File: src/rtl/board_dealer.sv
// Make-ten board owner: deals ten 1..9 tiles from a free-running LFSR, checks
// committed slot pairs, clears and refills matching pairs, and keeps the score.
module board_dealer #(
  parameter logic [7:0]  LFSR_SEED = 8'hA5,
  parameter int unsigned SCORE_MAX = 99
) (
  input  logic        clk,
  input  logic        rst_n,
  input  logic        start,
  input  logic        commit_valid,
  input  logic [3:0]  commit_a,
  input  logic [3:0]  commit_b,
  output logic [39:0] status,
  output logic        busy,
  output logic [6:0]  score,
  output logic        match_pulse,
  output logic        reject_pulse
);

  localparam logic [7:0] SEED      = (LFSR_SEED == 8'h00) ? 8'h01 : LFSR_SEED;
  localparam logic [6:0] SCORE_LIM = 7'(SCORE_MAX);

  typedef enum logic [2:0] {IDLE, DEAL, READY, REFILL_A, REFILL_B} state_t;

  state_t      state, next_state;
  logic [7:0]  lfsr;
  logic [3:0]  rnd, tile;
  logic [3:0]  cnt, idx_a, idx_b;
  logic [39:0] board;
  logic [3:0]  val_a, val_b;
  logic [4:0]  pair_sum;
  logic        pair_ok, deal_go, accept, refuse;

  // Folds 0..15 onto 1..9 without ever producing an empty tile.
  assign rnd  = lfsr[3:0];
  assign tile = (rnd >= 4'd9) ? (rnd - 4'd8) : (rnd + 4'd1);

  assign status = board;
  assign busy   = (state == DEAL) || (state == REFILL_A) || (state == REFILL_B);

  // Mux-based lookup keeps out-of-range indices from addressing past slot 9.
  always_comb begin
    val_a = '0;
    val_b = '0;
    for (int unsigned i = 0; i < 10; i++) begin
      if (commit_a == 4'(i)) val_a = board[4*i +: 4];
      if (commit_b == 4'(i)) val_b = board[4*i +: 4];
    end
    pair_sum = {1'b0, val_a} + {1'b0, val_b};
    pair_ok  = (commit_a <= 4'd9) && (commit_b <= 4'd9) && (commit_a != commit_b) &&
               (val_a != '0) && (val_b != '0) && (pair_sum == 5'd10);
  end

  always_ff @(posedge clk or negedge rst_n) begin
    if (!rst_n) state <= IDLE;
    else        state <= next_state;
  end

  always_comb begin
    next_state = state;
    deal_go    = 1'b0;
    accept     = 1'b0;
    refuse     = 1'b0;
    case (state)
      IDLE: begin
        if (start) begin
          deal_go    = 1'b1;
          next_state = DEAL;
        end
      end
      DEAL: begin
        if (cnt == 4'd9) next_state = READY;
      end
      READY: begin
        if (start) begin
          deal_go    = 1'b1;
          next_state = DEAL;
        end else if (commit_valid) begin
          if (pair_ok) begin
            accept     = 1'b1;
            next_state = REFILL_A;
          end else begin
            refuse = 1'b1;
          end
        end
      end
      REFILL_A: next_state = REFILL_B;
      REFILL_B: next_state = READY;
      default:  next_state = IDLE;
    endcase
  end

  always_ff @(posedge clk or negedge rst_n) begin
    if (!rst_n) begin
      lfsr         <= SEED;
      cnt          <= '0;
      idx_a        <= '0;
      idx_b        <= '0;
      board        <= '0;
      score        <= '0;
      match_pulse  <= 1'b0;
      reject_pulse <= 1'b0;
    end else begin
      lfsr         <= {1'b0, lfsr[7:1]} ^ (lfsr[0] ? 8'hB8 : 8'h00);
      match_pulse  <= accept;
      reject_pulse <= refuse;
      if (deal_go) begin
        cnt   <= '0;
        score <= '0;
      end
      case (state)
        DEAL: begin
          for (int unsigned i = 0; i < 10; i++)
            if (cnt == 4'(i)) board[4*i +: 4] <= tile;
          cnt <= cnt + 4'd1;
        end
        READY: begin
          if (accept) begin
            for (int unsigned i = 0; i < 10; i++)
              if ((commit_a == 4'(i)) || (commit_b == 4'(i))) board[4*i +: 4] <= '0;
            idx_a <= commit_a;
            idx_b <= commit_b;
            score <= (score >= SCORE_LIM) ? SCORE_LIM : score + 7'd1;
          end
        end
        REFILL_A: begin
          for (int unsigned i = 0; i < 10; i++)
            if (idx_a == 4'(i)) board[4*i +: 4] <= tile;
        end
        REFILL_B: begin
          for (int unsigned i = 0; i < 10; i++)
            if (idx_b == 4'(i)) board[4*i +: 4] <= tile;
        end
        default: ;
      endcase
    end
  end

endmodule

File: config.mk
export PLATFORM = sky130hd
export DESIGN_NAME = board_dealer
export DESIGN_NICKNAME = d
export VERILOG_FILES = /design/src/rtl/board_dealer.sv
export SDC_FILE = /design/constraint.sdc
export NUM_CORES = 1
export LEC_CHECK = 0
export ABC_AREA = 1
export BUFFER_PORTS_ARGS = -buffer_cell sky130_fd_sc_hd__buf_2
export CORE_ASPECT_RATIO = 1.4
export CORE_UTILIZATION = 55
export CTS_BUF_LIST = sky130_fd_sc_hd__clkbuf_2
export DETAILED_ROUTE_END_ITERATION = 10
export PLACE_DENSITY = 0.76
export SYNTH_ARGS = -nofsm -noshare
export SYNTH_HDL_FRONTEND = slang
export SYNTH_SLANG_ARGS = --single-unit
export TNS_END_PERCENT = 5
File: constraint.sdc
create_clock -name clk -period 3.5 [get_ports clk]
set_clock_uncertainty 0.2 [all_clocks]
set_input_delay 0.525 -clock clk [delete_from_list [all_inputs] [get_ports clk]]
set_output_delay 0.525 -clock clk [all_outputs]
set_load 0.01 [all_outputs]
**Word-level counts from Yosys, hierarchy flattened**

Cells that the tools add are included.

- Register bits: 72
- Latch bits: 0
- Output and inout port bits: 50
- Memory bits (writable): 0
- Memories: 0
- Bits in read-only memories: 0

- Multipliers: 0
- Div/mod/pow operators: 0
- Muxes and demuxes: 86
- Reduce and logical (&&, ||, !) cells: 40
- Add/subtract/negate cells: 5
- Shifts and indexed selects: 0
- $lt $le $gt $ge: 4
- Bitwise gates (word level): 1
- Equal/unequal tests: 95

Operators with widths:

| kind | number |
|---|---|
| 4-bit two-way mux | 63 |
| 40-bit one-hot mux with 4 select lines | 1 |
| 4-bit by 3-bit equality test with 1-bit output (second input constant) | 20 |
| 2-bit by 1-bit inequality test with 1-bit output (second input constant) | 30 |
| 6-bit AND reduction | 10 |
| 4-bit by 2-bit equality test with 1-bit output (second input constant) | 10 |
| 4-bit equality test (second input constant) | 10 |
| 40-bit two-way mux | 1 |
| 7-bit two-way mux | 4 |
| 2-bit inequality test (second input constant) | 12 |
| 4-bit by 1-bit equality test with 1-bit output (second input constant) | 5 |
| 4-bit logical NOT | 5 |
| 3-bit two-way mux | 5 |
| 3-bit one-hot mux with 5 select lines | 1 |
| 1-bit logical OR | 12 |
| 4-bit nonzero test | 3 |
| 1-bit two-way mux | 10 |
| 4-bit by 1-bit adder with 4-bit output (second input constant) | 2 |
| 4-bit less-or-equal comparator (second input constant) | 2 |
| 8-bit two-way mux | 1 |
| 7-bit by 8-bit bitwise XOR with 8-bit output | 1 |
| 7-bit by 1-bit adder with 7-bit output (second input constant) | 1 |
| 7-bit greater-or-equal comparator (second input constant) | 1 |
| 3-bit by 2-bit equality test with 1-bit output (second input constant) | 2 |
| other kinds (14) | 19 |

**Depth between registers and ports, before layout**

Gate-level depths: netlist of run 1.

- Depth in word-level cells: 21
- Gate-level depth with buffers: 24
- Gate-level depth less buffers: 23

**Worst setup path before layout of run 1**

Ideal clock, no wire load.

- Path type: input to register
- Start: input commit_b[3]
- End: register board[6] (netlist: status[6])
- Arrival time: 3.220 ns
- Path slack: -0.038 ns
- Data required time: 3.182 ns
- Stages on the path: 23
- Cells stage by stage: nor2_2 > nand2_1 > clkinv_1 > nand2_1 > nand2_1 > nand4_1 > nand2_1 > nand3_1 > nand2_1 > inv_1 > ha_1 > fa_1 > nor3b_1 > nand2_1 > nor3_1 > o211ai_1 > nor2_4 > nand4_2 > nand2_2 > buf_6 > nand3_2 > nand2_1 > nand2_1

- Longest elaborated chain between the ends: 20
- Elaborated cells between the ends (all ways): 38
- Those cells by class: 1 x add/sub; 1 x order compare; 13 x eq/ne; 14 x mux; 9 x reduce/logical

RTL lines:

| item | RTL line | source |
|---|---|---|
| start: declaration | 12 | `input logic [3:0] commit_b,` |
| 4-bit logical NOT | 47 | `if (commit_b == 4'(i)) val_b = board[4*i +: 4];` |
| 4-bit two-way mux (10 in series) | 47 |  |
| 4-bit by 4-bit adder with 5-bit output / 4-bit nonzero test (equally long branches) | 49, 51 |  |
| 5-bit by 4-bit equality test with 1-bit output / 1-bit logical AND (equally long branches) | 51 | `(val_a != '0) && (val_b != '0) && (pair_sum == 5'd10);` |
| 1-bit logical AND | 51 |  |
| 1-bit two-way mux | 79 | `if (pair_ok) begin` |
| 1-bit two-way mux | 78 | `end else if (commit_valid) begin` |
| 1-bit two-way mux | 75 | `if (start) begin` |
| 1-bit two-way mux | 64 | `case (state)` |
| 2-bit inequality test (no source line) | - |  |
| 6-bit AND reduction (no source line) (*) | - |  |
| end signal: indexed assignment | 114 | `if (cnt == 4'(i)) board[4*i +: 4] <= tile;` |
| end signal: indexed assignment | 128 | `if (idx_a == 4'(i)) board[4*i +: 4] <= tile;` |
| end signal: indexed assignment | 132 | `if (idx_b == 4'(i)) board[4*i +: 4] <= tile;` |
| end: declaration | 29 | `logic [39:0] board;` |

Every way passes the cells marked *; elsewhere a longest branch is shown, timed or not.
A chain may end at the register's enable or synchronous reset.

**Final worst setup path of run 1**

- Start: register board[1] (netlist: status[1])
- End: register board[16] (netlist: status[16])

- Longest elaborated chain between the ends: 20
- Elaborated cells between the ends (all ways): 33
- Those cells by class: 1 x add/sub; 2 x eq/ne; 24 x mux; 6 x reduce/logical

RTL lines:

| item | RTL line |
|---|---|
| branches (longest 13 deep; another with 4-bit by 4-bit adder with 5-bit output) | - |
| 1-bit logical AND (*) | 51 |
| 1-bit two-way mux (*) | 79 |
| 1-bit two-way mux (*) | 78 |
| 1-bit two-way mux (*) | 75 |
| 1-bit two-way mux (*) | 64 |
| 2-bit inequality test (no source line) (*) | - |
| 6-bit AND reduction (no source line) (*) | - |

Mark *: on every way between the ends.

==> impl_metrics.csv, run 1 <==
group,metric,value,unit
floorplan,die_h,112.1,um
routing,drc_errors,0,
timing,finalHoldViolCount,0,
critical_path,cp-start-kind,"flip-flop",
synthesis,yosys-top-cells-count,"nand2_1, dfrtp_1, inv_1, nand4_1, nand3_1",
timing,worst_slew_pin_slew,990.2,ps
synthesis,synth-seq-cells,72,
global_route,antenna_found_initial,0,
pwr,p_sw,1.640,mW
pwr,pwr-share-seq,29.6,%
floorplan,die_w,80.65,um
run,drv_cap,0,
synthesis,synth.area.top_cells,"dfrtp_1, nand2_1, nand4_1, inv_1, nand3_1",
clocking,cts_root_buf,"clkbuf_2",
run_status,status,"complete, no violations",
layout,nets,834,
floorplan,core_area,8295,sq um
synthesis,synth_area_per_cell,7.109,sq um
synthesis,async_flop_share,100.0,%
pwr,internal-power,1.906,mW
timing,relSlewSlack,33.54,%
pwr,power_leakage,3.310,nW
global_route,grtUsageMet3,6.829,%
routing,wl,15.29,mm
clocking,clkSinkCount,72,
floorplan,dieArea,9042,sq um
placed_design,dp_cells,890,
pwr,clockPowerShare,17.8,%
timing,min_period_over_period,98.71,%
global_route,grt_pass1_wl,23.73,mm
placed_design,routabilityCongestion,0.9917,
synthesis,seq_area_frac_synth,37.93,%
timing,maxSlewViolCount,0,
synthesis,synth_most_common_cell,"nand2_1",
global_route,met2_usage,60.06,%
critical_path,end_kind,"flip-flop",
pwr,max-vdd-ir-drop,0.6792,mV
clocking,cts_tree,"done",
timing,whs,48.47,ps
floorplan,row_count,39,
floorplan,initial_core_util,57.42,%
critical_path,worstPathArrival,3790,ps
pwr,switching_share,46.25,%
routing,drtIter0Drc,332,
synthesis,synth_area_leader_cell,"dfrtp_1",
layout,drive_above_1_share,27.27,%
routing,antenna_left,0,
timing,layout_min_cycle_time,3455,ps
global_route,grt_busiest_layer,"met2",
global_route,grt_pass1_vias,5147,
critical_path,crit_type,"reg2reg",
synthesis,synth_top_area_share,35.72,%
critical_path,r2r_slack,40,ps
global_route,grt_max_degree,51,
global_route,overflow,0,
placed_design,dp_hpwl,11.22,mm
global_route,track_usage,34.35,%
synthesis,synthCells,670,
synthesis,synth_edf_count,0,
critical_path,critPathMaxStageDelay,500,ps
synthesis,yosysWarnings,0,
critical_path,crit_required,3830,ps
clocking,clk_pin_slew_worst_paths,200,ps
global_route,gr-usage-met1,36.87,%
timing,finalSetupTns,0,ps
synthesis,yosysUniqueCellTypes,44,
routing,viasPerCell,5.797,
timing,setup_violations,0,
critical_path,cp_common_cell,"nand2_1",
layout,stdcell_count,916,
clocking,cts_inserted_buffers,9,
layout,area_delta_synth_final,27.32,%
synthesis,syn-num-nets,695,
critical_path,critical-path-top-delay-family,"simple AND/OR/NAND/NOR gates",
pwr,power.density,584.7,nW/um^2
timing,rsz0062_at_grt,"true",
clocking,clk_latency,580,ps
synthesis,syn_area,4763,sq um
routing,wl_per_cell,16.70,um
critical_path,crit_chain,"nand3_2 -> nand3_2 -> nand2_2 -> nand3_1 -> nor2_1 -> nand4_1 -> nand2_1 -> inv_2 -> fa_1 -> nor3b_2 -> nand2_1 -> nor3_1 -> o211ai_1 -> nor2_4 -> nand4_2 -> nand2_4 -> buf_12 -> clkbuf_16 -> nand4_1 -> nand2_1",
routing,dr.pass1.iters,7,
critical_path,crit_fanout,22,
placed_design,portBuffers,61,
clocking,htreeDepth,3,
clocking,clock_path_buffers,2,
routing,route.vias.total,5310,
synthesis,synth_top_flop_cell,"dfrtp_1",
floorplan,num_io_pins,62,
layout,diodes,0,
pwr,combPwrFrac,52.6,%
critical_path,slowest_stage,"fa_1",
worst_hold_path,hold_path.class,"in2reg",
timing,fmax,0.2894,GHz
critical_path,cp_num_buf_inv,3,
pwr,power,3.546,mW
==> state kept, by name, indices dropped and copies added (netlist names), 3 cells and up <==
signal / count
state: 3
lfsr: 8
cnt: 4
idx_a: 4
status: 40
score: 7
idx_b: 4
==> area by class of cell <==
class                           instances  area, sq um
Clock buffer                           11        55.05
Clock inverter                          5        106.4
Fill cell                             704         2231
Inverter                               76        285.3
Multi-Input combinational cell        502         2621
Sequential cell                        72         1807
Tap cell                              102        127.6
Timing Repair Buffer                  148         1062
==> layout by cell type, fill, tap and decap left out, types with 6 or more instances in the layout <==
cell type  netlist  routed
nor2_1          40      39
nand2_1        211     208
nand4_1         52      52
xnor2_1          6       6
buf_2            7      61
buf_4            3      78
inv_2           12      15
a31oi_1         11      11
nor3_1          15      15
dfrtp_1         68      68
ha_1            12      11
nand3_1         41      37
nor2_2          11      10
o21ai_0         24      24
a21oi_1         22      22
nand3_2         10      13
clkbuf_2         0      11
inv_1           63      60
o21ai_1         14      14
==> worst register-to-register path, delay by kind of cell (launching register included) <==
family,cells,cell delay (ps)
DFF,1,480
adders and majority gates,1,500
and+or+nand+nor,15,1690
AOI/OAI and AO/OA,1,150
buffers and inverters,3,390
==> power by group through the flow <==
stage / clock (mW) / sequential, mW / combinational, mW
after floorplan: 0 / 1.06 / 1.08
after global placement: 0 / 1.06 / 1.60
after detailed placement: 0 / 1.06 / 1.66
after CTS: 0.638 / 1.05 / 1.68
after global routing: 0.676 / 1.06 / 2.04
final: 0.631 / 1.05 / 1.87
==> path summary, 6_finish.rpt <==
kind	from	endpoint	depth (start not counted)
setup reg to reg	status[1]$_DFFE_PN0P_	status[16]$_DFFE_PN0P_	20
setup / recovery	status[1]$_DFFE_PN0P_	status[16]$_DFFE_PN0P_	20
hold reg to reg	lfsr[6]$_DFF_PN0_	lfsr[5]$_DFF_PN1_	1
max in group asynchronous	rst_n	lfsr[7]$_DFF_PN1_	3
hold / removal	commit_valid	reject_pulse$_DFF_PN0_	2
min in group asynchronous	rst_n	status[37]$_DFFE_PN0P_	2
==> metrics by stage <==
stage	utilization [%]	area [sq um]	setup slack, ps
final	73.11	6065	44.99
after global routing	73.11	6065	-179.1
after CTS	70.77	5871	10.31
after detailed placement	68.70	5699	-413.0
after global placement	68.70	5699	-321.2
after floorplan	-	4768	11.44
==> cell families after synthesis <==
family	count (synthesis)	share of synthesized area [%]
flip-flops	72	37.93
AND/OR/NAND/NOR	397	38.72
adder cells (fa/ha/maj)	13	3.572
buffers and inverters	96	8.300
AO/OA/AOI/OAI	82	9.641
XOR/XNOR	10	1.839
==> routing by layer <==
metal  routed length [um]  up-vias
met5                    0        -
met4                  876        0
met3                  790       72
met2                 7848      233
met1                 5778     2486
li1                     -     2519
==> what timing repair did <==
item | in CTS | in global routing
setup buffers | 0 | 5
hold endpoints to repair | 35 | 0
endpoints found under the setup margin | 0 | 56
gates resized for setup | 0 | 17
hold buffers | 1 | 0
Note: power is estimated with default switching activity, not from simulation.
==> inputs of run 2 (changes only) <==
--- a/config.mk
+++ b/config.mk
@@ -7,11 +7,14 @@
 export LEC_CHECK = 0
 export ABC_AREA = 1
 export BUFFER_PORTS_ARGS = -buffer_cell sky130_fd_sc_hd__buf_2
+export CELL_PAD_IN_SITES_DETAIL_PLACEMENT = 2
+export CELL_PAD_IN_SITES_GLOBAL_PLACEMENT = 2
 export CORE_ASPECT_RATIO = 1.4
-export CORE_UTILIZATION = 55
+export CORE_UTILIZATION = 34
 export CTS_BUF_LIST = sky130_fd_sc_hd__clkbuf_2
+export CTS_CLUSTER_SIZE = 14
 export DETAILED_ROUTE_END_ITERATION = 10
-export PLACE_DENSITY = 0.76
+export PLACE_DENSITY_LB_ADDON = 0.1
 export SYNTH_ARGS = -nofsm -noshare
 export SYNTH_HDL_FRONTEND = slang
 export SYNTH_SLANG_ARGS = --single-unit
==> run 2 against run 1 <==
The flow now finishes with violations (setup timing). Highest routed layer unchanged. Largest power group unchanged. Count of clock-buffer cells in the layout is 1 lower. Register-to-register slack worse by 710 ps. Worst hold slack better by 16 ps. Largest cell class unchanged. Fmax is 17% lower. First-iteration DRC count is 15% higher. Cell count is 12% higher. Setup slack worse by 710 ps.
==> impl_metrics.csv, run 2 (synthesis results as in run 1) <==
group,metric,value,unit
run_status,status,"finished, violations left",
run_status,violations,"setup timing",
critical_path,worstPathArrival,4520,ps
pwr,power.density,640.6,nW/um^2
global_route,grt_pass1_vias,6893,
layout,stdcell_area,6469,sq um
pwr,power_leakage,3.431,nW
layout,stdcell_count,1023,
critical_path,crit_type,"reg2reg",
placed_design,dp_cells,986,
critical_path,crit_required,3850,ps
clocking,cts_root_buf,"clkbuf_2",
routing,viasPerCell,5.937,
critical_path,crit_chain,"nand3_1 -> nand2_1 -> nor2_1 -> nand4_1 -> nor2_1 -> nand3_1 -> nand2_1 -> inv_1 -> ha_1 -> nor2_2 -> o21ai_0 -> nor3_2 -> o211ai_1 -> nor2_4 -> nand4_4 -> nand2_8 -> buf_12 -> buf_4 -> nand4_1 -> nand2_1",
routing,drtIter0Drc,381,
layout,drive_above_1_share,32.74,%
timing,worst_slew_pin_slew,1147,ps
placed_design,portBuffers,61,
layout,area_delta_synth_final,35.80,%
floorplan,num_io_pins,62,
clocking,htreeDepth,3,
clocking,clk_latency,620,ps
routing,antenna_left,0,
clocking,cts_inserted_buffers,9,
routing,dr.pass1.iters,5,
worst_hold_path,holdPathStages,2,
global_route,grt_pass1_wl,39.64,mm
layout,final_cell_mix,"nand2_1, buf_4, dfrtp_1, buf_2, inv_1",
timing,min_period_over_period,119.1,%
critical_path,end_kind,"flip-flop",
floorplan,dieArea,14490,sq um
floorplan,row_count,50,
global_route,grt_max_degree,73,
pwr,max-vdd-ir-drop,0.5012,mV
layout,final_common_cell,"nand2_1",
clocking,cts_tree,"done",
floorplan,die_h,142.1,um
timing,layout_min_cycle_time,4169,ps
critical_path,crit_fanout,14,
global_route,track_usage,37.12,%
layout,largest_register_ffs,40,
routing,wl_per_cell,27.25,um
placed_design,place_area,5909,sq um
global_route,antenna_found_initial,1,
worst_hold_path,hold_path.class,"in2reg",
routing,route.vias.total,6074,
critical_path,slowest_stage,"dfrtp_1",
clocking,clk_pin_slew_worst_paths,260,ps
placed_design,dp_hpwl,16.42,mm
timing,fmax,0.2399,GHz
timing,finalHoldViolCount,0,
timing,setup_violations,59,
floorplan,core_area,13510,sq um
placed_design,routabilityCongestion,0.9435,
routing,wl,27.88,mm
timing,worst_slack,-669.1,ps
clocking,clkSinkCount,72,
routing,drc_errors,0,
clocking,clock_path_buffers,2,
critical_path,critPathMaxStageDelay,550,ps
floorplan,die_w,102.0,um
critical_path,cp-start-kind,"flip-flop",
timing,relSlewSlack,23.22,%
timing,maxSlewViolCount,0,
layout,fillCellCount,1578,
timing,rsz0062_at_grt,"true",
run,drv_cap,0,
floorplan,initial_core_util,35.25,%
critical_path,rr_worst_depth,20,
layout,nets,860,
global_route,overflow,0,
critical_path,cp_common_cell,"nand2_1",
[run 2: cell count changes in the layout (fill, tap and decap cells not counted), sizes merged]
| cell | change |
|---|---|
| inv | +1 |
| clkbuf | -4 |
| bufinv | -1 |
| clkinv | +1 |
| buf | +29 |
| diode | +1 |
[run 2: stage by stage]
step / setup slack (ps) / TNS (ps) / util (%) / power, mW / hold WS [ps]
after global placement: -521.0 / -26410 / 43.73 / 2.879 / 184.4
after CTS: -145.3 / -4565 / 46.91 / 3.838 / 54.05
after global routing: -675.0 / -33250 / 47.87 / 4.305 / 35.59
final: -669.1 / -34860 / 47.87 / 4.144 / 64.62
after floorplan: 11.44 / 0 / - / 2.139 / 29.41
after detailed placement: -763.8 / -38590 / 43.73 / 2.980 / 181.3
[run 2: worst max-delay path, delay by kind of cell, from the launching register on]
family | cells | cell delay, ps
and+or+nand+nor | 14 | 2430
AOI/OAI and AO/OA | 2 | 320
buffers and inverters | 3 | 340
adders and majority gates | 1 | 230
DFF | 1 | 550
[run 2: worst paths after layout]
kind | from | end | slack [ps]
max in group asynchronous | rst_n | status[4]$_DFFE_PN0P_ | 2060
worst max register to register | status[2]$_DFFE_PN0P_ | status[11]$_DFFE_PN0P_ | -670
worst max-delay path | status[2]$_DFFE_PN0P_ | status[11]$_DFFE_PN0P_ | -670
worst min-delay path | commit_valid | reject_pulse$_DFF_PN0_ | 60
worst min register to register | lfsr[7]$_DFF_PN1_ | lfsr[6]$_DFF_PN0_ | 210
min in group asynchronous | rst_n | status[30]$_DFFE_PN0P_ | 330
[run 2: routing by layer]
layer,up-vias,track usage [%],wire (um)
li1,2569,-,-
met3,144,6.336,1336
met4,0,27.44,2192
met2,285,66.80,14250
met5,-,0,0
met1,3076,37.64,10090
[run 2: cell type report]
type	count	area [sq um]	area share, %
multi-input cells	502	2763	42.71
diodes	1	2.502	0.03868
clock buffers	10	50.05	0.7737
repair buffers	174	1237	19.13
well taps	182	227.7	3.520
flip-flops and latches	72	1810	27.99
clock inverters	6	92.59	1.431
inverters	76	285.3	4.410
[run 2: power by group]
group	internal [mW]	switching, mW	leakage, nW	total (mW)
clock network	0.244	0.385	0.0840	0.629
registers	0.938	0.134	0.955	1.07
logic	0.844	1.60	2.39	2.44
[run 2: timing repair]
| item | in CTS | in global routing |
|---|---|---|
| setup buffers | 12 | 5 |
| resized for setup | 26 | 33 |
| cloned | 2 | 1 |
| pin swaps | 15 | 26 |
| endpoints found under the setup margin | 56 | 59 |
| endpoints found under the hold margin | 68 | 0 |
| hold buffers | 1 | 0 |
